File: src/rtl/lpc_preemphasis.sv
// First-order pre-emphasis filter y = x - alpha*p on an AXI-Stream-like sample
// stream, with LPC frame tracking (index, LAST generation, length errors).
module lpc_preemphasis #(
  parameter int DATA_W      = 16,
  parameter int FRAME_SIZE  = 1920,
  parameter int ALPHA_SHIFT = 4
) (
  input  logic                     ACLK,
  input  logic                     ARESET,
  input  logic                     IN_VALID,
  output logic                     IN_READY,
  input  logic signed [DATA_W-1:0] IN_SAMPLE,
  input  logic                     IN_LAST,
  output logic                     OUT_VALID,
  input  logic                     OUT_READY,
  output logic signed [DATA_W-1:0] OUT_SAMPLE,
  output logic                     OUT_LAST,
  output logic                     FRAME_ERR,
  output logic [15:0]              FRAME_CNT
);

  localparam int SW = DATA_W + 2;
  localparam logic [10:0] LAST_IDX = 11'(FRAME_SIZE - 1);
  localparam logic signed [SW-1:0] SAT_MAX = SW'((2 ** (DATA_W - 1)) - 1);
  localparam logic signed [SW-1:0] SAT_MIN = ~SAT_MAX;

  typedef enum logic {SOF, MID} state_t;

  state_t                     r_state;
  logic [10:0]                r_idx;
  logic signed [DATA_W-1:0]   r_hist;
  logic                       r_out_valid;
  logic signed [DATA_W-1:0]   r_out_sample;
  logic                       r_out_last;
  logic                       r_err;
  logic [15:0]                r_cnt;

  logic                       w_acc;
  logic                       w_at_end;
  logic                       w_last;
  logic signed [SW-1:0]       w_x;
  logic signed [SW-1:0]       w_p;
  logic signed [SW-1:0]       w_leak;
  logic signed [SW-1:0]       w_diff;
  logic signed [DATA_W-1:0]   w_y;

  assign IN_READY   = (!r_out_valid || OUT_READY) && !ARESET;
  assign w_acc      = IN_VALID && IN_READY;
  assign w_at_end   = (r_idx == LAST_IDX);
  assign w_last     = IN_LAST || w_at_end;

  assign OUT_VALID  = r_out_valid;
  assign OUT_SAMPLE = r_out_sample;
  assign OUT_LAST   = r_out_last;
  assign FRAME_ERR  = r_err;
  assign FRAME_CNT  = r_cnt;

  // Two guard bits cover the worst case x - alpha*p before saturation.
  always_comb begin
    w_x    = {{2{IN_SAMPLE[DATA_W-1]}}, IN_SAMPLE};
    w_p    = {{2{r_hist[DATA_W-1]}}, r_hist};
    w_leak = w_p - (w_p >>> ALPHA_SHIFT);
    w_diff = (r_state == SOF) ? w_x : (w_x - w_leak);
    if (w_diff > SAT_MAX)      w_y = SAT_MAX[DATA_W-1:0];
    else if (w_diff < SAT_MIN) w_y = SAT_MIN[DATA_W-1:0];
    else                       w_y = w_diff[DATA_W-1:0];
  end

  always_ff @(posedge ACLK) begin
    if (ARESET) begin
      r_state      <= SOF;
      r_idx        <= '0;
      r_hist       <= '0;
      r_out_valid  <= 1'b0;
      r_out_sample <= '0;
      r_out_last   <= 1'b0;
      r_err        <= 1'b0;
      r_cnt        <= '0;
    end else begin
      r_err <= 1'b0;
      if (r_out_valid && OUT_READY && r_out_last)
        r_cnt <= r_cnt + 16'd1;
      if (w_acc) begin
        r_out_valid  <= 1'b1;
        r_out_sample <= w_y;
        r_out_last   <= w_last;
        r_hist       <= IN_SAMPLE;
        // Short frame (early LAST) or missing LAST at the nominal end.
        r_err        <= (IN_LAST != w_at_end);
        if (w_last) begin
          r_idx   <= '0;
          r_state <= SOF;
        end else begin
          r_idx   <= r_idx + 11'd1;
          r_state <= MID;
        end
      end else if (OUT_READY) begin
        r_out_valid <= 1'b0;
      end
    end
  end

endmodule

File: config.mk
export PLATFORM = sky130hd
export DESIGN_NAME = lpc_preemphasis
export DESIGN_NICKNAME = d
export VERILOG_FILES = /design/src/rtl/lpc_preemphasis.sv
export SDC_FILE = /design/constraint.sdc
export NUM_CORES = 1
export LEC_CHECK = 0
export CORE_MARGIN = 2
export CORE_UTILIZATION = 40
export CTS_BUF_LIST = sky130_fd_sc_hd__clkbuf_8
export DETAILED_ROUTE_END_ITERATION = 8
export GPL_TIMING_DRIVEN = 0
export SETUP_SLACK_MARGIN = 0.2
export SYNTH_ARGS = -nofsm -noshare
export SYNTH_HDL_FRONTEND = slang
export SYNTH_SLANG_ARGS = --single-unit
export TNS_END_PERCENT = 20
File: constraint.sdc
create_clock -name ACLK -period 3.79 [get_ports ACLK]
set_input_delay 0.758 -clock ACLK [delete_from_list [all_inputs] [get_ports ACLK]]
set_output_delay 0.758 -clock ACLK [all_outputs]
set_load 0.02 [all_outputs]
=== Yosys cells after proc, flatten, opt, wreduce, memory -nomap -nowiden ===
Index checks and enable logic that the tools add are counted.

* Register bits: 63
* Output and inout bits: 36
* Logic and storage cells: 34

* $add $sub $neg: 4
* Order comparisons: 2
* Equality and inequality tests: 2
* Multiplexer cells: 7
* Bitwise gates (word level): 1
* Reductions and logical operators: 10

{| class="wikitable"
|+ Operator list
! kind !! count
|-
| 16-bit two-way mux || 2
|-
| 18-bit by 16-bit > comparator with 1-bit output, second input constant || 1
|-
| 18-bit by 16-bit less-than comparator with 1-bit output, second input constant || 1
|-
| 18-bit two-way mux || 1
|-
| 16-bit by 17-bit subtractor with 18-bit output || 1
|-
| 16-bit by 12-bit subtractor with 17-bit output || 1
|-
| 16-bit by 1-bit adder with 16-bit output, second input constant || 1
|-
| 11-bit by 1-bit adder with 11-bit output, second input constant || 1
|-
| 11-bit == test, second input constant || 1
|-
| 11-bit two-way mux || 1
|-
| 1-bit logical AND || 4
|-
| 1-bit two-way mux || 3
|-
| 1-bit zero test || 2
|-
| 1-bit logical OR || 2
|-
| 2-bit nonzero test || 1
|-
| 2-bit OR reduction || 1
|-
| 1-bit != test || 1
|-
| 1-bit inverter || 1
|}

=== Longest topological paths before layout ===
* Depth in word-level cells: 6
* Depth in mapped cells: 14

=== Worst setup path after synthesis ===
Ideal clock, no wire load.

* Kind: input -> register
* Start: input port IN_SAMPLE[10]
* End: register r_out_sample[3] (netlist: OUT_SAMPLE[3])
* Setup time: 0.075 ns
* Arrival time: 3.319 ns
* Required time: 3.715 ns
* Setup slack: 0.396 ns
* Stages: 12
* Path buffers: 1
* Cells stage by stage: inv_1 > fa_1 > inv_1 > ha_1 > nand2_1 > a21oi_1 > o221a_4 > o32ai_4 > mux2i_2 > a31oi_4 > buf_6 > a22oi_2

* Cells in the longest elaborated chain, start to end: 5
* Elaborated cells between the ends (all ways): 6
* Those cells by class: add/sub (1); order compare (2); mux (3)

{| class="wikitable"
|+ Ends and longest elaborated chain
! element !! line !! text
|-
| start: declaration || 12 || <nowiki>input logic signed [DATA_W-1:0] IN_SAMPLE,</nowiki>
|-
| 16-bit by 17-bit subtractor with 18-bit output || 63 || <nowiki>w_diff = (r_state == SOF) ? w_x : (w_x - w_leak);</nowiki>
|-
| 18-bit two-way mux (*) || 63 ||
|-
| 18-bit by 16-bit less-than comparator with 1-bit output || 65 || <nowiki>else if (w_diff < SAT_MIN) w_y = SAT_MIN[DATA_W-1:0];</nowiki>
|-
| 16-bit two-way mux || 65 ||
|-
| 16-bit two-way mux (*) || 64 || <nowiki>if (w_diff > SAT_MAX) w_y = SAT_MAX[DATA_W-1:0];</nowiki>
|-
| end signal: assignment || 85 || <nowiki>r_out_sample <= w_y;</nowiki>
|-
| end: declaration || 33 || <nowiki>logic signed [DATA_W-1:0] r_out_sample;</nowiki>
|}

Every way passes the cells marked *; elsewhere a longest branch is shown, timed or not.
A chain may end at the register's enable or synchronous reset.

=== Worst setup path in the final report ===
Same ends and word-level chain as after synthesis.

==> summary.md <==
| Metric | Value |
|---|---|
| Area of the multi-input gates | 2779 um2 |
| DP Cell Count | 675 |
| Crit. End Element | flop |
| Complex-gate fraction of the synthesized area | 0.2130 |
| Clock root buffer master | clkbuf_8 |
| Post-Synth Simple-Gate Area | 0.1762 |
| Status | completed |
| Slew Limit Fails | 0 |
| Pwr/cell area | approximately 440 nW/um2 |
| CTS tree | yes |
| Detailed-route DRC error count | 0 |
| Final nets | approximately 630 |
| Fillers | 958 |
| Sequential fraction of the synthesis area | 0.3068 |
| Layout Cells excl Fill | 709 |
| GP Congestion | 0.9053 |
| Slew at the pin closest to its max-slew limit | about 740 ps |
| Row Count | 37 |
| Share of cells above drive strength 1 | 0.1658 |
| Crit-path max FO | 5 |
| Gr ovfl total | 0 |
| Largest area contributor in the synthesized netlist | dfxtp_1 |
| # clock sinks | 63 |
| Starting DRC count in detailed routing | 132 |
| Worst ir drop on vdd | 0.0002208 V |
| DPL Wire Length | 7759 um |
| Post-synthesis mux area share | 0.008521 |
| I/O pin cnt | 57 |
| Area contributors post-synth | dfxtp_1 31%, fa_1 7.3%, ha_1 7.0% |
| WHS | between 400 and 500 ps |
| Vias in the first global route | 3566 |
| Mapped Area | roughly 4100 um2 |
| WL per Instance | ~15 um |
| Worst EP required | 4070 ps |
| Clock Skew | 13.44 ps |
| Slew margin rel. | 0.5067 |
| Syn Nets | 542 |
| Main synth FF type | dfxtp_1 |
| Startpoint Class | primary input |
| Synth warnings | 0 |
| F_max | between 0.2 and 0.3 GHz |
| DRT Wirelength | between 10000 and 15000 um |
| Total number of vias | 3692 |
| Worst Path Arrival | a little under 4000 ps |
| Post-synth EDFFs | 0 |
| Vias/cell | 5.207 |
| Die Area | 11110 um2 |
| Worst Hold Class | flop to flop |
| RSZ-0062 raised after global routing | true |
| Yosys reg bits | 63 |
| Clock tree buffer depth | 2 |
| H-tree depth | 3 |
| Synth Area in XOR/XNOR | 0.07851 |
| Number of buffers created by CTS | 9 |
| Initial antenna violation count | 0 |
| # diodes | 0 |
| Hold-fix buffers, CTS | 0 |
| Total negative slack | 0 ps |
| Die W | around 110 um |
| Main combinational cell family by area after synthesis | compound AO/OA/AOI/OAI gates |
| Clock transition at path regs | 70 ps |
| Final setup fails | 0 |
| Post-route ant nets | 0 |
| Final hold vios | 0 |
| Mapped Cells | 483 |
| Clock latency on the worst-skew pair | between 300 and 400 ps |
| Max-cap violation count | 0 |
| Largest net degree at the start of global routing | 11 |
| Final setup margin | 228.4 ps |
| Async SR Flop Fraction | 0 |
| Layout area overhead | 32.38% |
| Final period utilization | 0.9397 |
| 1st-pass router iterations | 4 |
| Post-synth top area share | 0.3068 |
| Netlist cell types | 57 |
| Crit path time final | between 3000 and 4000 ps |
| Register area | 1261 um2 |
| Global-route wire length before repair | 17180 um |
| Layout Utilization | 0.5368 |
| Mean cell area of the mapped netlist | 8.512 um2 |
| Port bufs | 56 |
| Initial Utilization | 0.4055 |
| Pre-CTS WS | -482.7 ps |
| Post-Synth Adder-Cell Area | 0.1430 |
| Core Area | 10140 um2 |
| Critical path type | primary input to flop |
| Leakage | approximately 2.2 nW |
| Die height | 105.4 um |
| Total track usage | 0.1955 |
==> area by class of cell <==
type	count	area share
Multi-Input combinational cell	343	0.5106
Sequential cell	63	0.2317
Timing Repair Buffer	75	0.1336
Inverter	59	0.04069
Tap cell	136	0.03126
Clock buffer	11	0.02782
Buffer	18	0.01586
Clock inverter	4	0.008506
==> critical path, stage by stage <==
cell           delay, ps
dlygate4sd2_1        260
inv_2                 80
fa_1                 530
inv_1                 70
ha_4                 270
a21oi_4              200
a21oi_1              110
o221a_4              280
o32ai_4              330
mux2i_2              350
a31oi_4              160
bufbuf_16            310
a22oi_2              150
==> synth_stat cells (6+ instances only) <==
cell type	n
a21oi_1	31
a22oi_2	11
and3_1	6
clkbuf_1	12
dfxtp_1	63
fa_1	15
ha_1	23
inv_1	59
nand2_1	51
nand2b_1	7
nand3_1	9
nand4_1	9
nor2_1	48
o21ai_0	16
o31ai_1	13
xnor2_1	9
xor2_1	26
==> power by group <==
group,switching (mW),leakage [nW],internal (mW)
clock,0.274,0.103,0.333
sequential,0.0284,0.515,0.702
combinational,0.553,1.56,0.491
==> cells in the final DEF (no fill, tap or decap), types with 4 or more instances in the layout <==
cell type	n
o21ai_0	15
clkbuf_8	11
dfxtp_1	63
buf_4	15
and2_1	5
nand2_1	48
nor2b_1	4
xor2_1	26
ha_4	10
clkbuf_1	12
buf_1	4
a22oi_2	13
inv_2	6
or3_1	4
fa_1	15
clkdlybuf4s50_1	46
o31ai_1	13
xnor2_1	9
nor2_1	47
nand4_1	9
and3_1	6
buf_6	4
dlygate4sd2_1	8
ha_1	10
inv_1	54
a21oi_1	27
nand3_1	8
nand2b_1	6
o211ai_1	4
==> final timing paths <==
kind / depth (start not counted) / slack (ps) / startpoint / to
hold / removal: 2 / 490 / r_hist[0] / r_hist[0]
hold reg to reg: 2 / 490 / r_hist[0] / r_hist[0]
setup / recovery: 13 / 230 / IN_SAMPLE[10] / OUT_SAMPLE[3]
setup reg to reg: 13 / 510 / r_hist[7] / OUT_SAMPLE[3]
==> flip-flops by register name, summed over array words and instances, names as in the netlist <==
register    cells
OUT_LAST        1
r_idx          11
r_state         1
r_hist         16
FRAME_ERR       1
FRAME_CNT      16
OUT_VALID       1
OUT_SAMPLE     16
==> routing by layer <==
metal | track usage | share of wire
met5 | 0 | 0
met4 | 0.08000 | 0.020
met3 | 0.03216 | 0.040
met2 | 0.3088 | 0.47
met1 | 0.2651 | 0.47
==> cells by family (layout without fill, tap and decap cells) <==
family                     after synthesis  after routing
adders and majority gates               38             38
DFF                                     63             63
and+or+nand+nor                        154            154
muxes                                    3              3
buffers and inverters                   77            167
xor gates and xnor gates                36             36
AOI/OAI and AO/OA                      112            112
==> per-stage QoR <==
step / cell area, um2 / total power, mW
CTS: 5311 / 2.285
finish: 5443 / 2.381
detailed placement: 4842 / 1.551
global route: 5443 / 2.494
floorplan: 4111 / 1.344
global placement: 4842 / 1.540
==> what timing repair did <==
action	CTS	global route
cloned	2	0
gates resized for setup	37	23
pin swaps	12	11
endpoints found under the setup margin	15	15
setup buffers	14	3
Power figures use the tool's default switching activity.
